--- src/rtl/i2c_seq_pkg.sv ---
// Shared definitions for the I2C transaction sequencer: state codes,
// the transaction record and the fixed register-write table.
package i2c_seq_pkg;

    typedef enum logic [3:0] {
        ST_IDLE  = 4'd0,
        ST_FETCH = 4'd1,
        ST_ADDR  = 4'd2,
        ST_REG   = 4'd3,
        ST_DATA  = 4'd4,
        ST_WAIT  = 4'd5,
        ST_ABORT = 4'd6,
        ST_GAP   = 4'd7,
        ST_DONE  = 4'd8,
        ST_ERROR = 4'd9
    } state_t;

    typedef struct packed {
        logic [7:0] dev_addr;
        logic [7:0] reg_addr;
        logic [7:0] data;
    } txn_t;

    // Sensor init list; entries beyond NUM_TXN are never visited.
    localparam txn_t TXN_TABLE [0:15] = '{
        {8'hEE, 8'hF4, 8'h27},
        {8'hEE, 8'hF5, 8'hA0},
        {8'hEE, 8'hE0, 8'hB6},
        {8'hEE, 8'hF2, 8'h01},
        {8'hEE, 8'h00, 8'h00},
        {8'hEE, 8'h00, 8'h00},
        {8'hEE, 8'h00, 8'h00},
        {8'hEE, 8'h00, 8'h00},
        {8'hEE, 8'h00, 8'h00},
        {8'hEE, 8'h00, 8'h00},
        {8'hEE, 8'h00, 8'h00},
        {8'hEE, 8'h00, 8'h00},
        {8'hEE, 8'h00, 8'h00},
        {8'hEE, 8'h00, 8'h00},
        {8'hEE, 8'h00, 8'h00},
        {8'hEE, 8'h00, 8'h00}
    };

endpackage

--- src/rtl/i2c_txn_rom.sv ---
// Registered read of the transaction table. The output only updates when
// en is high, so it doubles as the holding register for the current entry.
module i2c_txn_rom
    import i2c_seq_pkg::*;
(
    input  logic       clk,
    input  logic       en,
    input  logic [3:0] idx,
    output txn_t       entry
);

    // Capture the addressed entry; held until the next fetch
    always_ff @(posedge clk) begin
        if (en) begin
            entry <= TXN_TABLE[idx];
        end
    end

endmodule

--- src/rtl/i2c_txn_sequencer.sv ---
// I2C transaction sequencer: walks TXN_TABLE issuing byte commands to the
// bit engine, one ACK/NACK response per command, with abort and bounded retry.
// Optional feature macro: I2C_GAP_EN (idle gap of GAP_CYCLES between entries).
module i2c_txn_sequencer
    import i2c_seq_pkg::*;
#(
    parameter int NUM_TXN    = 4,
    parameter int MAX_RETRY  = 2
`ifdef I2C_GAP_EN
    ,
    parameter int GAP_CYCLES = 1000
`endif
) (
    input  logic       FPGA_CLK1_50,
    input  logic       reset,
    input  logic       go,
    output logic       cmd_valid,
    input  logic       cmd_ready,
    output logic       cmd_start,
    output logic       cmd_stop,
    output logic       cmd_stop_only,
    output logic [7:0] cmd_byte,
    input  logic       rsp_valid,
    input  logic       rsp_ack,
    output logic       busy,
    output logic       done,
    output logic       error,
    output logic [3:0] err_index,
    output logic [7:0] state_dbg
);

    state_t     state, state_nxt;
    state_t     phase;
    logic [3:0] idx;
    logic [2:0] retry_cnt;
    logic       abort_sent;
    txn_t       cur;

    logic xfer, idle_like, start_run, last_entry, retry_ok;
    logic data_ok, abort_rsp;

    assign xfer       = cmd_valid && cmd_ready;
    assign idle_like  = (state == ST_IDLE) || (state == ST_DONE) || (state == ST_ERROR);
    assign start_run  = idle_like && go;
    assign last_entry = (idx == 4'(NUM_TXN - 1));
    assign retry_ok   = (retry_cnt < 3'(MAX_RETRY));
    assign data_ok    = (state == ST_WAIT) && rsp_valid && rsp_ack && (phase == ST_DATA);
    assign abort_rsp  = (state == ST_ABORT) && abort_sent && rsp_valid;

    i2c_txn_rom u_rom (
        .clk   (FPGA_CLK1_50),
        .en    (state == ST_FETCH),
        .idx   (idx),
        .entry (cur)
    );

`ifdef I2C_GAP_EN
    localparam int GAP_W = $clog2(GAP_CYCLES + 1);
    logic [GAP_W-1:0] gap_cnt;
    logic             gap_last;
    assign gap_last = (gap_cnt == GAP_W'(GAP_CYCLES - 1));

    // Count cycles spent in GAP; cleared whenever we are elsewhere
    always_ff @(posedge FPGA_CLK1_50) begin
        if (reset || state != ST_GAP) gap_cnt <= '0;
        else                          gap_cnt <= gap_cnt + GAP_W'(1);
    end
`endif

    // Next-state decode
    always_comb begin
        state_nxt = state;
        case (state)
            ST_IDLE, ST_DONE, ST_ERROR: if (go) state_nxt = ST_FETCH;
            ST_FETCH:                   state_nxt = ST_ADDR;
            ST_ADDR, ST_REG, ST_DATA:   if (xfer) state_nxt = ST_WAIT;
            ST_WAIT: begin
                if (rsp_valid) begin
                    if (!rsp_ack)                state_nxt = ST_ABORT;
                    else if (phase == ST_ADDR)   state_nxt = ST_REG;
                    else if (phase == ST_REG)    state_nxt = ST_DATA;
                    else if (last_entry)         state_nxt = ST_DONE;
                    else begin
`ifdef I2C_GAP_EN
                        state_nxt = ST_GAP;
`else
                        state_nxt = ST_FETCH;
`endif
                    end
                end
            end
            ST_ABORT:                   if (abort_rsp) state_nxt = retry_ok ? ST_FETCH : ST_ERROR;
`ifdef I2C_GAP_EN
            ST_GAP:                     if (gap_last) state_nxt = ST_FETCH;
`endif
            default:                    state_nxt = ST_IDLE;
        endcase
    end

    // State, table index, retry count and sticky status
    always_ff @(posedge FPGA_CLK1_50) begin
        if (reset) begin
            state      <= ST_IDLE;
            phase      <= ST_ADDR;
            idx        <= '0;
            retry_cnt  <= '0;
            abort_sent <= 1'b0;
            done       <= 1'b0;
            error      <= 1'b0;
            err_index  <= '0;
        end else begin
            state      <= state_nxt;
            abort_sent <= (state == ST_ABORT) && (abort_sent || xfer);
            if ((state == ST_ADDR || state == ST_REG || state == ST_DATA) && xfer) begin
                phase <= state;
            end
            if (start_run) begin
                idx       <= '0;
                retry_cnt <= '0;
                done      <= 1'b0;
                error     <= 1'b0;
            end
            if (data_ok) begin
                retry_cnt <= '0;
                if (last_entry) done <= 1'b1;
                else            idx  <= idx + 4'd1;
            end
            if (abort_rsp) begin
                if (retry_ok) begin
                    retry_cnt <= retry_cnt + 3'd1;
                end else begin
                    error     <= 1'b1;
                    err_index <= idx;
                end
            end
        end
    end

    // Command payload decoded from the registered state and held entry
    always_comb begin
        cmd_valid     = 1'b0;
        cmd_start     = 1'b0;
        cmd_stop      = 1'b0;
        cmd_stop_only = 1'b0;
        cmd_byte      = 8'h00;
        case (state)
            ST_ADDR: begin
                cmd_valid = 1'b1;
                cmd_start = 1'b1;
                cmd_byte  = cur.dev_addr & 8'hFE;
            end
            ST_REG: begin
                cmd_valid = 1'b1;
                cmd_byte  = cur.reg_addr;
            end
            ST_DATA: begin
                cmd_valid = 1'b1;
                cmd_stop  = 1'b1;
                cmd_byte  = cur.data;
            end
            ST_ABORT: begin
                cmd_valid     = !abort_sent;
                cmd_stop      = !abort_sent;
                cmd_stop_only = !abort_sent;
            end
            default: ;
        endcase
    end

    assign busy      = !idle_like;
    assign state_dbg = {4'b0000, state};

endmodule

--- config.mk ---
export PLATFORM = sky130hd
export DESIGN_NAME = i2c_txn_sequencer
export DESIGN_NICKNAME = d
export VERILOG_FILES = /design/src/rtl/i2c_seq_pkg.sv /design/src/rtl/i2c_txn_rom.sv /design/src/rtl/i2c_txn_sequencer.sv
export SDC_FILE = /design/constraint.sdc
export NUM_CORES = 1
export LEC_CHECK = 0
export CORE_AREA = 2 2 62 64
export DETAILED_ROUTE_END_ITERATION = 12
export DIE_AREA = 0 0 64 66
export HOLD_SLACK_MARGIN = 0.15
export PLACE_DENSITY = 0.81
export SLEW_MARGIN = 30
export SYNTH_ARGS = -nofsm -noshare
export SYNTH_HDL_FRONTEND = slang
export SYNTH_HIERARCHICAL = 1
export SYNTH_SLANG_ARGS = --single-unit
--- constraint.sdc ---
create_clock -name FPGA_CLK1_50 -period 6.4 [get_ports FPGA_CLK1_50]
set_clock_uncertainty 0.2 [all_clocks]
set_input_delay 0.96 -clock FPGA_CLK1_50 [delete_from_list [all_inputs] [get_ports FPGA_CLK1_50]]
set_output_delay 0.96 -clock FPGA_CLK1_50 [all_outputs]
set_load 0.05 [all_outputs]
==> reports/metrics.csv <==
metric;value;unit
synth_area;1910;sq um
min_path_cells;2;
ys.warnings.count;6;
dp_slack;2.51;ns
worstSkewPairLatency;0.32;ns
cts.clk_slew.worst_paths;0.10;ns
start_util;0.538;
fp.dieW;64;microns
via_per_inst;5.62;
drtPass1Iterations;5;
grt_max_degree;26;
drt-initial-drc-count;102;
ff2ff_path_depth;4;
synth_cells;209;
hold_path_end;phase[2];
place_inst;266;
cap_violations;0;
crit_path_start_kind;flip-flop;
port-buffer-count;28;
arrival;2.79;ns
grt_pass1_vias;1458;
antenna_cells;0;
hold_class;reg2reg;
gp_congestion;0.845;
cts_tree;done;
min-delay-start;phase[2];
reg2reg_to;idx[3];
end_kind;output port;
fill_cells;315;
grt-ovfl-total;0;
wl_per_cell;13.6;microns
synthToLayoutAreaGrowth;12.9;%
routed_wl;3730;microns
hold_buffers;0;
core;3550;sq um
cts_setup_buffers;0;
ios;33;
die_y;66;microns
hpwl;2520;microns
cts.sinks;32;
synth_area_per_cell;9.15;sq um
cts_buffers;5;
layout.nets;235;
hold_violations;0;
r2r_start;state[2];
status;completed;
timing.final.ws_setup;2.45;ns
crit_required;5.24;ns
layout_commonest_cell;clkdlybuf4s50_1;
p_leak;0.726;nW
min_period;3.95;ns
ant_nets;0;
dieArea;4220;sq um
fin_tns_setup;0;ns
grt_pass1_wl;6470;microns
path_class;reg2out;
final_cell_mix;28 x clkdlybuf4s50_1, 22 x dfxtp_1, 20 x nor2_1, 18 x a21oi_1, 14 x conb_1;
cellPowerDensity;391;nW/um^2
final_core_util;0.608;
cts_resized;0;
slew_viol_final;0;
rsz0062_at_grt;no;
drc;0;
final_cells;274;
num_vias;1541;
ctsHtreeMaxLevel;2;
tightest_slew;0.868;ns
path_max_fanout;20;
rrSetupSlack;3.60;ns
drive_above_1_share;0.0841;
relSlewSlack;0.420;
max_freq;253;MHz
rows;22;
vdd_drop_max;0.000163;V
setup_violations;0;
cts_root_buf;clkbuf_4;
grt_use_total;0.192;
period_share;0.617;
antenna_found_initial;0;
clockBufferDepth;2;
layer usage:
| layer | GRT usage | vias to the layer above | share of wire |
|---|---|---|---|
| li1 | - | 769 | - |
| met1 | 0.251 | 724 | 0.47 |
| met2 | 0.315 | 46 | 0.47 |
| met3 | 0.0426 | 2 | 0.056 |
| met4 | 0.0598 | 0 | 0.0032 |
| met5 | 0 | - | 0 |
layout make-up:
cell class	count	area [sq um]	share of cell area
Inverter	8	30.0	0.0139
Clock buffer	6	41.3	0.0191
Clock inverter	2	11.3	0.00522
Sequential cell	32	741	0.343
Multi-Input combinational cell	149	987	0.457
Tap cell	48	60.1	0.0278
Timing Repair Buffer	29	288	0.133
metrics by stage:
stage               total power [mW]  hold WS (ns)  instance area (sq um)
finish                         0.844         0.283                   2160
global route                   0.895         0.317                   2160
CTS                            0.845         0.286                   2150
detailed placement             0.735         0.273                   2100
global placement               0.731         0.262                   2100
floorplan                      0.612         0.245                   1950
sequential cells by signal, summed over array words and instances, names as in the netlist, 3 cells and up:
name,count
u_rom/entry,10
err_index,4
phase,4
idx,4
retry_cnt,3
state,4
how the worst max path moves through the flow:
stage,from,end,cells after the start
6_report,state[1],cmd_byte[5],4
5_1_grt,state[1],cmd_byte[1],4
4_1_cts,state[1],cmd_byte[5],4
3_5_place_dp,state[1],cmd_byte[5],4
3_3_place_gp,state[1],cmd_byte[7],4
2_1_floorplan,state[1],cmd_valid,3
worst max-delay path, stage by stage (launching register included):
cell	delay [ns]
dfxtp_1	0.61
nor3b_4	0.69
a221oi_1	0.21
nor2_1	0.15
clkdlybuf4s50_1	0.81
where the power goes:
part	switching (mW)	internal, mW	leakage [nW]
Clock	0.0676	0.0418	0.0259
Combinational	0.316	0.154	0.447
Sequential	0.0327	0.232	0.254
Note: power is estimated with default switching activity, not from simulation.
